File: src/rtl/instruction_fetch_pkg.sv
// Shared opcodes, FSM encodings, queue entry layout and the static next-PC predictor
// used by the fetch front end.
package instruction_fetch_pkg;

  localparam int IQ_DEPTH_LOG_DEF = 3;

  localparam logic [6:0] OPC_JAL    = 7'b1101111;
  localparam logic [6:0] OPC_BRANCH = 7'b1100011;
  localparam logic [6:0] OPC_JALR   = 7'b1100111;

  localparam logic [1:0] ST_REQ  = 2'd0;
  localparam logic [1:0] ST_WAIT = 2'd1;
  localparam logic [1:0] ST_DROP = 2'd2;

  typedef struct packed {
    logic [31:0] inst;
    logic [31:0] pc;
    logic        pred_taken;
    logic [31:0] pred_pc;
  } iq_entry_t;

  // JAL is always followed, conditional branches only when backward (imm sign bit set).
  function automatic iq_entry_t predict(input logic [31:0] pc, input logic [31:0] w);
    iq_entry_t   e;
    logic [31:0] j_imm;
    logic [31:0] b_imm;
    j_imm = {{11{w[31]}}, w[31], w[19:12], w[20], w[30:21], 1'b0};
    b_imm = {{19{w[31]}}, w[31], w[7], w[30:25], w[11:8], 1'b0};
    e.inst       = w;
    e.pc         = pc;
    e.pred_taken = 1'b0;
    e.pred_pc    = pc + 32'd4;
    case (w[6:0])
      OPC_JAL: begin
        e.pred_taken = 1'b1;
        e.pred_pc    = pc + j_imm;
      end
      OPC_BRANCH: begin
        if (w[31]) begin
          e.pred_taken = 1'b1;
          e.pred_pc    = pc + b_imm;
        end
      end
      OPC_JALR: e.pred_taken = 1'b0;
      default:  e.pred_taken = 1'b0;
    endcase
    return e;
  endfunction

endpackage

File: src/rtl/instruction_fetch_queue.sv
// Instruction queue: circular FIFO of predicted fetch entries, head read straight
// from storage and forced to zero when empty.
module inst_queue
  import instruction_fetch_pkg::*;
#(
  parameter int DEPTH_LOG = IQ_DEPTH_LOG_DEF
) (
  input  logic      clk_in,
  input  logic      rst_in,
  input  logic      en,
  input  logic      clear,
  input  logic      push,
  input  iq_entry_t push_data,
  input  logic      pop,
  output iq_entry_t head_data,
  output logic      valid,
  output logic      full
);

  localparam int DEPTH = 1 << DEPTH_LOG;
  localparam logic [DEPTH_LOG:0] FULL_COUNT = (DEPTH_LOG + 1)'(DEPTH);

  iq_entry_t            mem [DEPTH];
  logic [DEPTH_LOG-1:0] head_reg;
  logic [DEPTH_LOG-1:0] tail_reg;
  logic [DEPTH_LOG:0]   count_reg;
  logic                 do_pop;

  assign valid     = (count_reg != '0);
  assign full      = (count_reg == FULL_COUNT);
  assign do_pop    = pop && valid;
  assign head_data = valid ? mem[head_reg] : '0;

  always_ff @(posedge clk_in) begin
    if (en && !clear && push) begin
      mem[tail_reg] <= push_data;
    end
  end

  always_ff @(posedge clk_in) begin
    if (rst_in) begin
      head_reg  <= '0;
      tail_reg  <= '0;
      count_reg <= '0;
    end else if (en) begin
      if (clear) begin
        head_reg  <= '0;
        tail_reg  <= '0;
        count_reg <= '0;
      end else begin
        if (push)   tail_reg <= tail_reg + 1'b1;
        if (do_pop) head_reg <= head_reg + 1'b1;
        if (push && !do_pop)      count_reg <= count_reg + 1'b1;
        else if (!push && do_pop) count_reg <= count_reg - 1'b1;
      end
    end
  end

endmodule

File: src/rtl/instruction_fetch.sv
// Fetch front end: PC register, single-outstanding icache request FSM and the
// static predictor feeding the instruction queue that drives decode.
module instruction_fetch
  import instruction_fetch_pkg::*;
#(
  parameter int          IQ_DEPTH_LOG = IQ_DEPTH_LOG_DEF,
  parameter logic [31:0] RESET_PC     = 32'h00000000
) (
  input  logic        clk_in,
  input  logic        rst_in,
  input  logic        rdy_in,
  input  logic        clear_in,
  input  logic [31:0] clear_pc,
  output logic        icache_req_valid,
  output logic [31:0] icache_req_addr,
  input  logic        icache_req_ready,
  input  logic        icache_resp_valid,
  input  logic [31:0] icache_resp_inst,
  output logic        iq_valid,
  output logic [31:0] iq_inst,
  output logic [31:0] iq_pc,
  output logic        iq_pred_taken,
  output logic [31:0] iq_pred_pc,
  input  logic        iq_ready
);

  logic [31:0] pc_reg;
  logic [1:0]  state_reg;
  logic        full;
  logic        push;
  logic        req_fire;
  iq_entry_t   push_data;
  iq_entry_t   head;

  assign push_data        = predict(pc_reg, icache_resp_inst);
  assign push             = (state_reg == ST_WAIT) && icache_resp_valid && !clear_in;
  assign icache_req_valid = !rst_in && (state_reg == ST_REQ) && !full;
  assign icache_req_addr  = pc_reg;
  assign req_fire         = icache_req_valid && icache_req_ready;

  // A flush never cancels a request already handed to the controller: its
  // response must still be swallowed, hence the detour through DROP.
  always_ff @(posedge clk_in) begin
    if (rst_in) begin
      pc_reg    <= RESET_PC;
      state_reg <= ST_REQ;
    end else if (rdy_in) begin
      if (clear_in) begin
        pc_reg <= clear_pc;
        case (state_reg)
          ST_REQ:  state_reg <= req_fire ? ST_DROP : ST_REQ;
          ST_WAIT: state_reg <= ST_DROP;
          default: state_reg <= ST_REQ;
        endcase
      end else begin
        case (state_reg)
          ST_REQ: if (req_fire) state_reg <= ST_WAIT;
          ST_WAIT: begin
            if (icache_resp_valid) begin
              pc_reg    <= push_data.pred_pc;
              state_reg <= ST_REQ;
            end
          end
          ST_DROP: if (icache_resp_valid) state_reg <= ST_REQ;
          default: state_reg <= ST_REQ;
        endcase
      end
    end
  end

  inst_queue #(
    .DEPTH_LOG(IQ_DEPTH_LOG)
  ) u_queue (
    .clk_in    (clk_in),
    .rst_in    (rst_in),
    .en        (rdy_in),
    .clear     (clear_in),
    .push      (push),
    .push_data (push_data),
    .pop       (iq_ready),
    .head_data (head),
    .valid     (iq_valid),
    .full      (full)
  );

  assign iq_inst       = head.inst;
  assign iq_pc         = head.pc;
  assign iq_pred_taken = head.pred_taken;
  assign iq_pred_pc    = head.pred_pc;

endmodule

File: config.mk
export PLATFORM = sky130hd
export DESIGN_NAME = instruction_fetch
export DESIGN_NICKNAME = d
export VERILOG_FILES = /design/src/rtl/instruction_fetch_pkg.sv /design/src/rtl/instruction_fetch_queue.sv /design/src/rtl/instruction_fetch.sv
export SDC_FILE = /design/constraint.sdc
export NUM_CORES = 1
export LEC_CHECK = 0
export BUFFER_PORTS_ARGS = -buffer_cell sky130_fd_sc_hd__buf_4
export CAP_MARGIN = 10
export CORE_MARGIN = 2
export CORE_UTILIZATION = 35
export DETAILED_ROUTE_END_ITERATION = 6
export PLACE_DENSITY = 0.6
export REMOVE_ABC_BUFFERS = 1
export SETUP_SLACK_MARGIN = 0.15
export SLEW_MARGIN = 10
export SYNTH_ARGS = -nofsm -noshare
export SYNTH_HDL_FRONTEND = slang
export SYNTH_SLANG_ARGS = --single-unit
File: constraint.sdc
create_clock -name clk_in -period 10.2 [get_ports clk_in]
set_input_delay 1.02 -clock clk_in [delete_from_list [all_inputs] [get_ports clk_in]]
set_output_delay 1.02 -clock clk_in [all_outputs]
set_load 0.01 [all_outputs]
==> results.yml <==
outcome:
  outcome: "finished, final reports clean"
finish:
  layout_common_cells: "edfxtp_1, buf_4, mux4_2"
  fin_util: 0.410
  largest_reg_flops: 768
  layout_commonest_cell: "edfxtp_1"
  final_nets: 2445
  drive_gt1_frac: 0.241
  final_cell_area_um2: 41100
  area.growth.synth_to_final_pct: 15.9
logic_synthesis:
  ys_ff_latch: 815
  netlist_area_um2: 35500
  syn_inst: 2146
  ys_warn_count: 0
  ys_seq_area_frac: 0.677
  synth_area_per_cell_um2: 16.5
  yosys.area.top_type: "edfxtp_1"
  async_flop_share: 0
  synth_flop_cell: "edfxtp_1"
  yosys.cell_types.count: 71
  synth.area.top_cells: "edfxtp_1, mux4_2, mux2i_1, dfxtp_1, ha_1"
  synth_edf_count: 768
  synth_top_area_share: 0.650
die:
  initial_utilization: 0.354
  boundaryPins: 202
  core_um2: 100000
  die_h_um: 322
  fp.dieArea_um2: 104000
  fp.dieW_um: 322
  rows: 116
route:
  wl_um: 95800
  drtPass1Iterations: 7
  ant_nets: 0
  wl_per_cell_um: 25.6
  via_count: 20400
  viasPerCell: 5.45
  drt_iter0_drc: 1845
  remaining_drc_errors: 0
sta:
  rsz0062_at_grt: "no"
  hold_violations: 0
  finalCriticalPeriod_ns: 4.83
  timing.hold.ws_ns: 0.504
  max_slew_margin: 0.208
  finalClockSkew_ns: 0.0391
  setup_viol: 0
  fin_crit_sh: 0.473
  tns_ns: 0
  final_max_slew_viol_count: 0
  fmax_mhz: 207
  worst_pin_slew_ns: 1.19
  setup_ws_ns: 5.37
setup_path:
  rrSetupSlack_ns: 6.15
  r2r_cells: 10
  reg2reg_from: "icache_req_addr[2]"
  start_kind: "flop"
  worstPathRequired_ns: 9.18
  cp-end-kind: "primary output"
  cp_max_fo: 73
  crit_path_end: "iq_pred_pc[15]"
  arrival_ns: 3.81
  worst_r2r_endpoint: "u_queue.mem[6][25]"
  path_class: "flop to primary output"
placement:
  hpwl_um: 58100
  placed_cell_area_um2: 38400
  gp_congestion: 0.876
  place_ws_ns: 5.60
  portBuffers: 201
grt:
  grt_max_degree: 103
  track_usage: 0.184
  grt_pass1_wl_um: 141000
  grt_pass1_vias: 21000
  globalRouteOverflowTotal: 0
  antenna_found_initial: 1
hold_path:
  hold_path.class: "flop to flop"
clock_network:
  clk-insertion-delay-late_ns: 0.66
  clock-root-buffer: "clkbuf_16"
  clk_path_buf_depth: 3
  clk_pin_slew_worst_paths_ns: 0.06
  cts_resized: 0
  cts_hold_buf: 0
  cts_setup_buffers: 0
  ctsHtreeMaxLevel: 3
  cts_inserted_buffers: 84
  clock-sinks: 815
  cts_tree: "built"
pwr:
  ir_drop_mv: 0.115
  power_density_nw_per_um2: 179
  p_leak_nw: 13.4
flow_run:
  drv_cap: 0
cell families (layout without fill, tap and decap cells):
group,count (synthesis),after routing,synth area share
AND/OR/NAND/NOR,432,432,0.0566
other,0,1,0
flip-flops,815,815,0.677
AO/OA/AOI/OAI,319,319,0.0590
multiplexers,301,301,0.153
adder cells (fa/ha/maj),53,53,0.0193
buffers and inverters,173,416,0.0225
XOR/XNOR,53,53,0.0131
power by group:
group          internal (mW)  switching [mW]  total, mW
registers               3.69          0.0415       3.74
clock network           1.78            1.28       3.06
logic                  0.221           0.348      0.569
total                   5.70            1.67       7.37
final cells by class:
cell class | count | area [um2]
Clock buffer | 115 | 2280
Timing Repair Buffer | 238 | 1800
Clock inverter | 39 | 482
Multi-Input combinational cell | 1158 | 10800
Antenna cell | 1 | 2.50
Tap cell | 1357 | 1700
Inverter | 24 | 90.1
Sequential cell | 815 | 24000
Fill cell | 9026 | 59200
critical path, cell delays in order, from the launching register on:
cell and delay (ns):
dfxtp_4 1.04, buf_4 0.98, mux4_2 0.41, mux2i_1 0.31
nor2_1 0.08, buf_4 0.17
per-layer routing:
| metal | GRT usage | part of all wire | up-vias |
|---|---|---|---|
| met3 | 0.0285 | 0.056 | 114 |
| met1 | 0.253 | 0.43 | 10700 |
| met5 | 0 | 0 | - |
| li1 | - | - | 8898 |
| met2 | 0.308 | 0.49 | 675 |
| met4 | 0.0415 | 0.018 | 0 |
stage by stage:
| stage | power, mW | instances |
|---|---|---|
| 2_1_floorplan | 4.12 | 1997 |
| 3_3_place_gp | 4.37 | 3592 |
| 3_5_place_dp | 4.38 | 3592 |
| 4_1_cts | 7.44 | 3746 |
| 5_1_grt | 7.62 | 3746 |
| 6_report | 7.37 | 3747 |
worst min path at each step:
stage                   startpoint             endpoint  slack [ns]  cells after the start
6_report       u_queue.tail_reg[0]  u_queue.tail_reg[0]        0.50                      2
5_1_grt        u_queue.tail_reg[0]  u_queue.tail_reg[0]        0.54                      2
4_1_cts        u_queue.tail_reg[0]  u_queue.tail_reg[0]        0.50                      2
3_5_place_dp   u_queue.tail_reg[0]  u_queue.tail_reg[0]        0.49                      2
3_3_place_gp   u_queue.tail_reg[0]  u_queue.tail_reg[0]        0.48                      2
2_1_floorplan  u_queue.tail_reg[0]  u_queue.tail_reg[0]        0.46                      2
cells in the mapped netlist (19+ instances only):
master	n
xor2_1	33
o21ai_0	50
nor2_1	165
dfxtp_1	47
clkbuf_1	78
edfxtp_1	768
xnor2_1	20
nand2_1	104
mux2i_1	108
inv_1	24
a21o_1	20
buf_4	35
nand3_1	37
ha_1	50
buf_1	31
nand4_1	19
a21oi_1	97
mux4_2	192
nor3_1	21
(Power assumes the default switching activity.)
